--- config.mk ---
export PLATFORM = sky130hd
export DESIGN_NAME = uart_frame_tx
export DESIGN_NICKNAME = d
export VERILOG_FILES = /design/src/rtl/uart_frame_tx.sv
export SDC_FILE = /design/constraint.sdc
export NUM_CORES = 1
export LEC_CHECK = 0
export CORE_MARGIN = 10
export CORE_UTILIZATION = 55
export CTS_BUF_LIST = sky130_fd_sc_hd__clkbuf_8 sky130_fd_sc_hd__clkbuf_16
export CTS_CLUSTER_SIZE = 40
export DETAILED_ROUTE_END_ITERATION = 16
export PLACE_DENSITY = 0.75
export SLEW_MARGIN = 20
export SYNTH_ARGS = -nofsm -noshare
export SYNTH_HDL_FRONTEND = slang
export SYNTH_SLANG_ARGS = --single-unit
--- constraint.sdc ---
create_clock -name clk -period 7.1 [get_ports clk]
set_input_delay 1.065 -clock clk [delete_from_list [all_inputs] [get_ports clk]]
set_output_delay 1.065 -clock clk [all_outputs]
set_load 0.05 [all_outputs]
--- src/rtl/uart_frame_tx.sv ---
// uart_frame_tx: byte FIFO feeding a UART transmitter.
// A frame is a start bit, DATA_BITS payload bits sent LSB first, an optional
// parity bit, then STOP_BITS stop bits. Optional parity is enabled by the
// macro UART_TX_PARITY_EN, which also adds the PARITY_ODD parameter.
module uart_frame_tx #(
    parameter int DATA_BITS    = 8,
    parameter int CLKS_PER_BIT = 860,
    parameter int FIFO_DEPTH   = 4,
    parameter int STOP_BITS    = 1
`ifdef UART_TX_PARITY_EN
    ,
    parameter int PARITY_ODD   = 0
`endif
) (
    input  logic                          clk,
    input  logic                          rst,
    input  logic                          wr_valid,
    input  logic [7:0]                    wr_data,
    output logic                          wr_ready,
    output logic                          tx,
    output logic                          busy,
    output logic [$clog2(FIFO_DEPTH):0]   fifo_count,
    output logic                          frame_done
);

    localparam int PW = $clog2(FIFO_DEPTH);
    localparam int CW = PW + 1;
    localparam int TW = $clog2(CLKS_PER_BIT * STOP_BITS);
    localparam int IW = $clog2(DATA_BITS);

    localparam logic [CW-1:0] FULL     = CW'(FIFO_DEPTH);
    localparam logic [TW-1:0] BIT_END  = TW'(CLKS_PER_BIT - 1);
    localparam logic [TW-1:0] STOP_END = TW'(CLKS_PER_BIT * STOP_BITS - 1);
    localparam logic [IW-1:0] LAST_IDX = IW'(DATA_BITS - 1);

    typedef enum logic [2:0] {IDLE, START, DATA, PAR, STOP} state_t;

    state_t               state;
    state_t               next_state;
    logic [DATA_BITS-1:0] mem [FIFO_DEPTH];
    logic [PW-1:0]        wr_ptr;
    logic [PW-1:0]        rd_ptr;
    logic [DATA_BITS-1:0] frame_data;
    logic [TW-1:0]        bit_cnt;
    logic [IW-1:0]        bit_idx;
    logic [CW-1:0]        count_next;
    logic                 push;
    logic                 pop;
    logic                 fifo_empty;
    logic                 bit_end;
    logic                 stop_end;
    logic                 last_bit;
    logic                 cnt_clr;
    logic                 idx_adv;
    logic                 tx_next;
    logic                 done_next;
    logic                 par_bit;

    // Full is judged from the registered count only, so a pop in the same
    // cycle never opens room for a write.
    assign wr_ready   = (fifo_count != FULL);
    assign push       = wr_valid & wr_ready;
    assign fifo_empty = (fifo_count == '0);
    assign count_next = fifo_count + {{(CW-1){1'b0}}, push} - {{(CW-1){1'b0}}, pop};
    assign bit_end    = (bit_cnt == BIT_END);
    assign stop_end   = (bit_cnt == STOP_END);
    assign last_bit   = (bit_idx == LAST_IDX);

`ifdef UART_TX_PARITY_EN
    assign par_bit = (^frame_data) ^ (PARITY_ODD != 0);
`else
    assign par_bit = 1'b1;
`endif

    // Next-state, FIFO pop request and the line level for the current state.
    always_comb begin
        next_state = state;
        pop        = 1'b0;
        idx_adv    = 1'b0;
        tx_next    = 1'b1;
        done_next  = 1'b0;
        case (state)
            IDLE: begin
                if (!fifo_empty) begin
                    pop        = 1'b1;
                    next_state = START;
                end
            end
            START: begin
                tx_next = 1'b0;
                if (bit_end) next_state = DATA;
            end
            DATA: begin
                tx_next = frame_data[bit_idx];
                if (bit_end) begin
                    if (last_bit) begin
`ifdef UART_TX_PARITY_EN
                        next_state = PAR;
`else
                        next_state = STOP;
`endif
                    end else begin
                        idx_adv = 1'b1;
                    end
                end
            end
            PAR: begin
                tx_next = par_bit;
                if (bit_end) next_state = STOP;
            end
            STOP: begin
                tx_next = 1'b1;
                if (stop_end) begin
                    done_next = 1'b1;
                    if (!fifo_empty) begin
                        pop        = 1'b1;
                        next_state = START;
                    end else begin
                        next_state = IDLE;
                    end
                end
            end
            default: next_state = IDLE;
        endcase
    end

    // Bit timer restarts on every state change and at each payload bit boundary.
    assign cnt_clr = (next_state != state) || (state == IDLE) || ((state == DATA) && bit_end);

    // State register.
    always_ff @(posedge clk) begin
        if (rst) state <= IDLE;
        else     state <= next_state;
    end

    // Bit-time counter and payload bit index.
    always_ff @(posedge clk) begin
        if (rst) begin
            bit_cnt <= '0;
            bit_idx <= '0;
        end else begin
            bit_cnt <= cnt_clr ? '0 : bit_cnt + 1'b1;
            if (state != DATA) bit_idx <= '0;
            else if (idx_adv)  bit_idx <= bit_idx + 1'b1;
        end
    end

    // Byte FIFO; the popped entry is latched as the frame being sent.
    always_ff @(posedge clk) begin
        if (rst) begin
            wr_ptr     <= '0;
            rd_ptr     <= '0;
            fifo_count <= '0;
            frame_data <= '0;
        end else begin
            if (push) begin
                mem[wr_ptr] <= wr_data[DATA_BITS-1:0];
                wr_ptr      <= wr_ptr + 1'b1;
            end
            if (pop) begin
                frame_data <= mem[rd_ptr];
                rd_ptr     <= rd_ptr + 1'b1;
            end
            fifo_count <= count_next;
        end
    end

    // Registered outputs; they trail the state by one cycle, so busy and
    // frame_done line up with the final stop-bit cycle seen on tx.
    always_ff @(posedge clk) begin
        if (rst) begin
            tx         <= 1'b1;
            busy       <= 1'b0;
            frame_done <= 1'b0;
        end else begin
            tx         <= tx_next;
            frame_done <= done_next;
            busy       <= (next_state != IDLE) || (count_next != '0);
        end
    end

endmodule

* Word level (Yosys, flattened, before mapping) *
Memories as Yosys holds them, arrays and structs flattened. A register that Yosys moved wholly into a read port is not among the register bits.
Cells that the tools add are included.

storage, ports and cells
  bits in writable memories = 32
  memories = 1
  flip-flop bits (word level) = 26
  logic and storage cells = 60

memories
  name  depth  bits a word  rd ports  clocked after Yosys merged registers in  write ports  line  RTL
  mem   4      8            1         1                                        1            40    logic [DATA_BITS-1:0] mem [FIFO_DEPTH];

operators by class
  eq/ne operators = 9
  bitwise gates (word level) = 2
  reductions and logical operators = 11
  magnitude comparators = 1
  multiplexer cells = 21
  $add $sub $neg = 6

operators with widths
  cell                                                                     count
  3-bit two-way mux                                                        6
  3-bit one-hot mux with 5 select lines                                    1
  1-bit two-way mux                                                        11
  10-bit by 1-bit adder with 10-bit output, second input constant          1
  10-bit == test, second input constant                                    1
  3-bit by 2-bit == test with 1-bit output, second input constant          2
  3-bit == test, second input constant                                     2
  3-bit logical NOT                                                        2
  3-bit nonzero test                                                       2
  2-bit OR reduction                                                       3
  2-bit by 1-bit adder with 2-bit output, second input constant            2
  3-bit by 4-bit < comparator with 1-bit output, second input constant     1
  1-bit one-hot mux with 2 select lines                                    2
  3-bit by 1-bit adder with 3-bit output                                   1
  3-bit by 1-bit adder with 3-bit output, second input constant            1
  1-bit binary-select mux with 3-bit select                                1
  3-bit by 1-bit == test with 1-bit output, second input constant          1
  1-bit logical OR                                                         3
  3-bit by 2-bit inequality test with 1-bit output, second input constant  1
  3-bit inequality test                                                    1
  3-bit inequality test, second input constant                             1
  3-bit by 1-bit subtractor with 3-bit output                              1
  1-bit bitwise AND                                                        1
  1-bit logical AND                                                        1
  1-bit inverter                                                           1

* Depth between registers and ports, before layout *
  depth in word-level cells = 8
  gate-level depth with buffers = 13
  mapped depth without buffers = 12

* Worst setup path before layout *
OpenSTA, ideal clock, no wires.

  path type = reg2reg
  start point = register fifo_count[2]
  end point = register busy
  slack = 4.052 ns
  setup time = 0.138 ns
  cell stages (with the launch flop) = 11
  data arrival time = 2.911 ns
  path through = dfxtp_1 > or3b_2 > nand2_1 > ha_1 > inv_1 > ha_1 > fa_1 > xnor2_1 > xnor2_1 > nor3b_1 > a41oi_2

between the ends
  elaborated cells between the ends (all ways) = 15
  those cells by class = add/sub (2); eq/ne (1); mux (7); bitwise (1); reduce/logical (4)

RTL lines
  what                                         line  RTL
  from (decl)                                  22    output logic [$clog2(FIFO_DEPTH):0] fifo_count,
  from (signal assigned)                       164   fifo_count <= count_next;
  3-bit inequality test                        61    assign wr_ready = (fifo_count != FULL);
  via wr_ready                                 19    output logic wr_ready,
  1-bit bitwise AND                            62    assign push = wr_valid & wr_ready;
  3-bit by 1-bit adder with 3-bit output       64    assign count_next = fifo_count + {{(CW-1){1'b0}}, push} - {{(CW-1){1'b0}}, pop};
  3-bit by 1-bit subtractor with 3-bit output  64
  3-bit nonzero test                           178   busy <= (next_state != IDLE) || (count_next != '0);
  1-bit logical OR                             178
  to (signal assigned)                         178
  to (decl)                                    21    output logic busy,

The timed path passes the listed nets, and every way through them passes these cells.
A chain may end at the register's enable or synchronous reset.

* Worst setup path in the final report *
  start point = register bit_cnt[0]
  end point = register busy

between the ends
  word-level cells in the longest chain between the ends = 6
  elaborated cells between the ends (all ways) = 12
  those cells by class = add/sub (1); eq/ne (1); mux (7); reduce/logical (3)

RTL lines
  what                                         line  RTL
  from (decl)                                  44    logic [TW-1:0] bit_cnt;
  from (signal assigned)                       142   bit_cnt <= cnt_clr ? '0 : bit_cnt + 1'b1;
  10-bit == test                               66    assign stop_end = (bit_cnt == STOP_END);
  1-bit two-way mux                            113   if (stop_end) begin
  1-bit one-hot mux with 2 select lines        82    case (state)
  via pop                                      48    logic pop;
  3-bit by 1-bit subtractor with 3-bit output  64
  3-bit nonzero test                           178
  1-bit logical OR                             178

The timed path passes the listed nets, and every way through them passes these cells.

==> metrics.cfg <==
[outcome]
status=completed

[power]
irDropWorstVdd_uv=175
powerDensity_mw_per_mm2=330
leakage_nw=1.06

[die]
floorplan.rows=25
fp.coreArea_sq_mm=0.00482
fp.dieArea_sq_mm=0.00836
vertical_extent_of_the_die_microns=91.4
num_io_pins=18
initial_core_util_pct=58.2
die_w_microns=91.4

[synth]
post_synth.cell_area_avg_sq_um=12.7
synth_edf_count=32
synth_compound_area_share_pct=6.78
synth_seq_area_share_pct=58.5
ys_types=43
synth-seq-cells=66
cell_types_with_the_largest_area_share_after_synthesis=sky130_fd_sc_hd__edfxtp_1 (34%), sky130_fd_sc_hd__dfxtp_1 (24%), sky130_fd_sc_hd__mux4_2 (8.0%)
synthesized_nets=242
yosys_warnings=0
synth.cell_area_sq_mm=0.00281
main_combinational_cell_family_by_area_after_synthesis=simple AND/OR/NAND/NOR gates
post_synth_xor_area_fraction_pct=4.06
synthAdderAreaFrac_pct=4.73
synth_area_leader_cell=sky130_fd_sc_hd__edfxtp_1
async_reset_ff_share_pct=0
synth_mux_area_share_pct=9.50
synthSimpleGateAreaFrac_pct=13.9
synthesis.instances=221
synthDominantCellAreaShare_pct=34.3
synth_flop_cell=sky130_fd_sc_hd__dfxtp_1

[timing]
grt_setup_unrepaired=no
slew_violations=0
final_number_of_hold_violating_endpoints=0
post-route-period-util_pct=46.3
fin_tns_setup_ns=0
worst-slew-pin-transition_ns=0.956
slew_headroom_pct=35.8
layout_min_cycle_time_ns=3.29
setup-violations-final=0
final.setup_skew_ns=0.00587
max_clock_freq_mhz=304

[worst_setup_path]
worstReg2RegEnd=busy$_SDFF_PP0_
reg2regPathDepth=12
crit_arrival_ns=3.50
startpoint=bit_cnt[0]$_SDFF_PP0_
critical_path_buf_inv_count=1
timing.rr.start=bit_cnt[0]$_SDFF_PP0_
timing.critical_path.slowest_cell_delay_ns=0.47
r2r_slack_ns=3.81
worst_path_dominant_cell_family=adder cells
worstSetupEndpointType=register
timing_worst_setup_path_type=reg2reg
startpoint_type=register
critical_path_cell_count=12
cpMaxStageDelayCell=sky130_fd_sc_hd__o31a_1
crit_required_ns=7.31
crit_end=busy$_SDFF_PP0_
worstPathCellList=ha_1, nand4b_1, o31a_1, nor2_1, ha_1, inv_1, ha_1, fa_1, xnor2_1, xnor2_1, nor3b_1, a41oi_2
path_max_fanout=11
crit_top_cell=sky130_fd_sc_hd__ha_1

[route]
drt_wl_total_microns=4860
detail_route.vias_per_cell=5.43
first_iter_violations=138
number_of_vias_after_detailed_routing=1699
ant_nets=0
drc=0
drt_first_pass_iters=5
avgRoutedWirePerCell_microns=15.5

[cells_and_area]
diodes=0
fin_area_sq_mm=0.00322
areaGrowthSynthToFinish_pct=14.8
drive_gt1_share_pct=13.8
nets=262
layout.core_utilization_pct=66.8

[clocking]
clk_path_buf_depth=2
cts_hold_repair.buffers=0
postCtsResizedCells=0
clock_pin_slew_reported_for_the_worst_setup_and_hold_paths_after_clock_tree_synthesis_ns=0.07
numClockSinks=66
cts_buffers=9
post_cts_buffers=0
cts_tree=done
insertion_delay_ns=0.34
cts-htree-levels=3
root_buffer=sky130_fd_sc_hd__clkbuf_8

[job]
cap_viol_max_count=0

[global_route]
first_global_vias=1716
grt_util_all_layers_pct=12.6
global_route.overflow_total=0
antenna_found_initial=0
first_pass_grt_wire_length_microns=8420
pin_count_of_the_biggest_net_entering_global_routing=26

[place]
io_port_bufs=17
gp_congestion=0.843
place.detailed.hpwl_microns=3330
place_area_sq_mm=0.00303

[hold_path]
timing.hold.worst.class=reg2reg

[cell usage after synthesis (all sizes together) (2+ instances only)]
cell type   n
nand2b      3
xnor2      10
xor2        3
or3b        2
mux4       10
o21ai      10
buf         3
dfxtp      34
nand3      14
a21oi      10
nor4        2
and2        4
nand2       5
mux2i       3
clkbuf      6
or3         3
nor2       26
edfxtp     32
nor3        5
nor2b       2
inv         8
ha          9
[worst min path at each step]
stage / startpoint / slack [ns] / cells after the start / endpoint
6_report: bit_cnt[0]$_SDFF_PP0_ / 0.46 / 1 / bit_cnt[0]$_SDFF_PP0_
2_1_floorplan: bit_cnt[0]$_SDFF_PP0_ / 0.42 / 1 / bit_cnt[0]$_SDFF_PP0_
3_3_place_gp: bit_cnt[0]$_SDFF_PP0_ / 0.43 / 1 / bit_cnt[0]$_SDFF_PP0_
3_5_place_dp: bit_cnt[0]$_SDFF_PP0_ / 0.44 / 1 / bit_cnt[0]$_SDFF_PP0_
5_1_grt: bit_cnt[0]$_SDFF_PP0_ / 0.47 / 1 / bit_cnt[0]$_SDFF_PP0_
4_1_cts: bit_cnt[0]$_SDFF_PP0_ / 0.45 / 1 / bit_cnt[0]$_SDFF_PP0_
[metrics by stage]
| step | setup WS, ns | std cells | hold WS [ns] | total power [mW] |
|---|---|---|---|---|
| finish | 3.81 | 313 | 0.459 | 1.06 |
| global route | 3.58 | 313 | 0.469 | 1.13 |
| CTS | 3.83 | 313 | 0.453 | 1.07 |
| detailed placement | 3.69 | 297 | 0.444 | 0.769 |
| global placement | 3.71 | 297 | 0.431 | 0.765 |
| floorplan | 4.05 | 221 | 0.418 | 0.697 |
[registers in the layout (all words and copies together), names as in the netlist, 2 cells and up]
name,cells
rd_ptr,2
fifo_count,3
frame_data,8
state,3
bit_idx,3
bit_cnt,10
mem,32
wr_ptr,2
[kinds of logic (layout without fill, tap and decap cells)]
family                   Yosys count  after routing
AO/OA/AOI/OAI                     28             28
XOR/XNOR                          13             13
adder cells (fa/ha/maj)           10             10
buffers and inverters             17             42
flip-flops                        66             66
multiplexers                      14             14
AND/OR/NAND/NOR                   73             73
[cell usage in the layout (no fill, tap or decap), types with 2 or more instances in the layout]
cell type / synthesis / final
sky130_fd_sc_hd__nor3_1: 5 / 5
sky130_fd_sc_hd__mux4_2: 10 / 10
sky130_fd_sc_hd__mux2i_1: 3 / 3
sky130_fd_sc_hd__and2_1: 4 / 4
sky130_fd_sc_hd__xor2_1: 3 / 3
sky130_fd_sc_hd__nor2b_1: 2 / 2
sky130_fd_sc_hd__a21oi_1: 10 / 10
sky130_fd_sc_hd__nor2_1: 26 / 26
sky130_fd_sc_hd__or3_1: 2 / 2
sky130_fd_sc_hd__clkbuf_8: 0 / 9
sky130_fd_sc_hd__inv_1: 8 / 8
sky130_fd_sc_hd__edfxtp_1: 32 / 32
sky130_fd_sc_hd__clkinvlp_4: 0 / 3
sky130_fd_sc_hd__xnor2_1: 10 / 10
sky130_fd_sc_hd__nand2b_1: 3 / 3
sky130_fd_sc_hd__clkdlybuf4s50_1: 0 / 17
sky130_fd_sc_hd__dfxtp_1: 34 / 34
sky130_fd_sc_hd__o21ai_0: 10 / 10
sky130_fd_sc_hd__nand2_1: 5 / 5
sky130_fd_sc_hd__ha_1: 9 / 9
sky130_fd_sc_hd__nand3_1: 14 / 14
[layer usage]
metal	routed length [microns]	part of all wire (%)	vias to the layer above	global-route usage (%)
li1	-	-	846	-
met1	2280	47	811	15.8
met2	2270	47	32	18.7
met3	226	4.6	10	3.29
met4	91	1.9	0	8.49
met5	0	0	-	0
[worst register-to-register path, stage by stage (launching register included)]
cell and delay [ns]:
sky130_fd_sc_hd__dfxtp_1 0.36, sky130_fd_sc_hd__ha_1 0.28, sky130_fd_sc_hd__nand4b_1 0.37, sky130_fd_sc_hd__o31a_1 0.48, sky130_fd_sc_hd__nor2_1 0.21, sky130_fd_sc_hd__ha_1 0.15
sky130_fd_sc_hd__inv_1 0.04, sky130_fd_sc_hd__ha_1 0.18, sky130_fd_sc_hd__fa_1 0.38, sky130_fd_sc_hd__xnor2_1 0.18, sky130_fd_sc_hd__xnor2_1 0.15, sky130_fd_sc_hd__nor3b_1 0.27
sky130_fd_sc_hd__a41oi_2 0.14
[cell type report]
type	count	area, sq um
fillers	377	1600
well taps	67	83.8
repair buffers	18	178
flip-flops and latches	66	1640
clock inverters	7	70.1
clock buffers	9	124
inverters	8	30.0
multi-input cells	138	1090
[power breakdown]
group          total [mW]  leakage, nW  internal [mW]  switching [mW]
sequential          0.488        0.568          0.445          0.0428
combinational       0.271        0.408          0.125           0.146
clock               0.304       0.0889          0.160           0.144
total                1.06         1.06          0.731           0.332
Note: power is estimated with default switching activity, not from simulation.
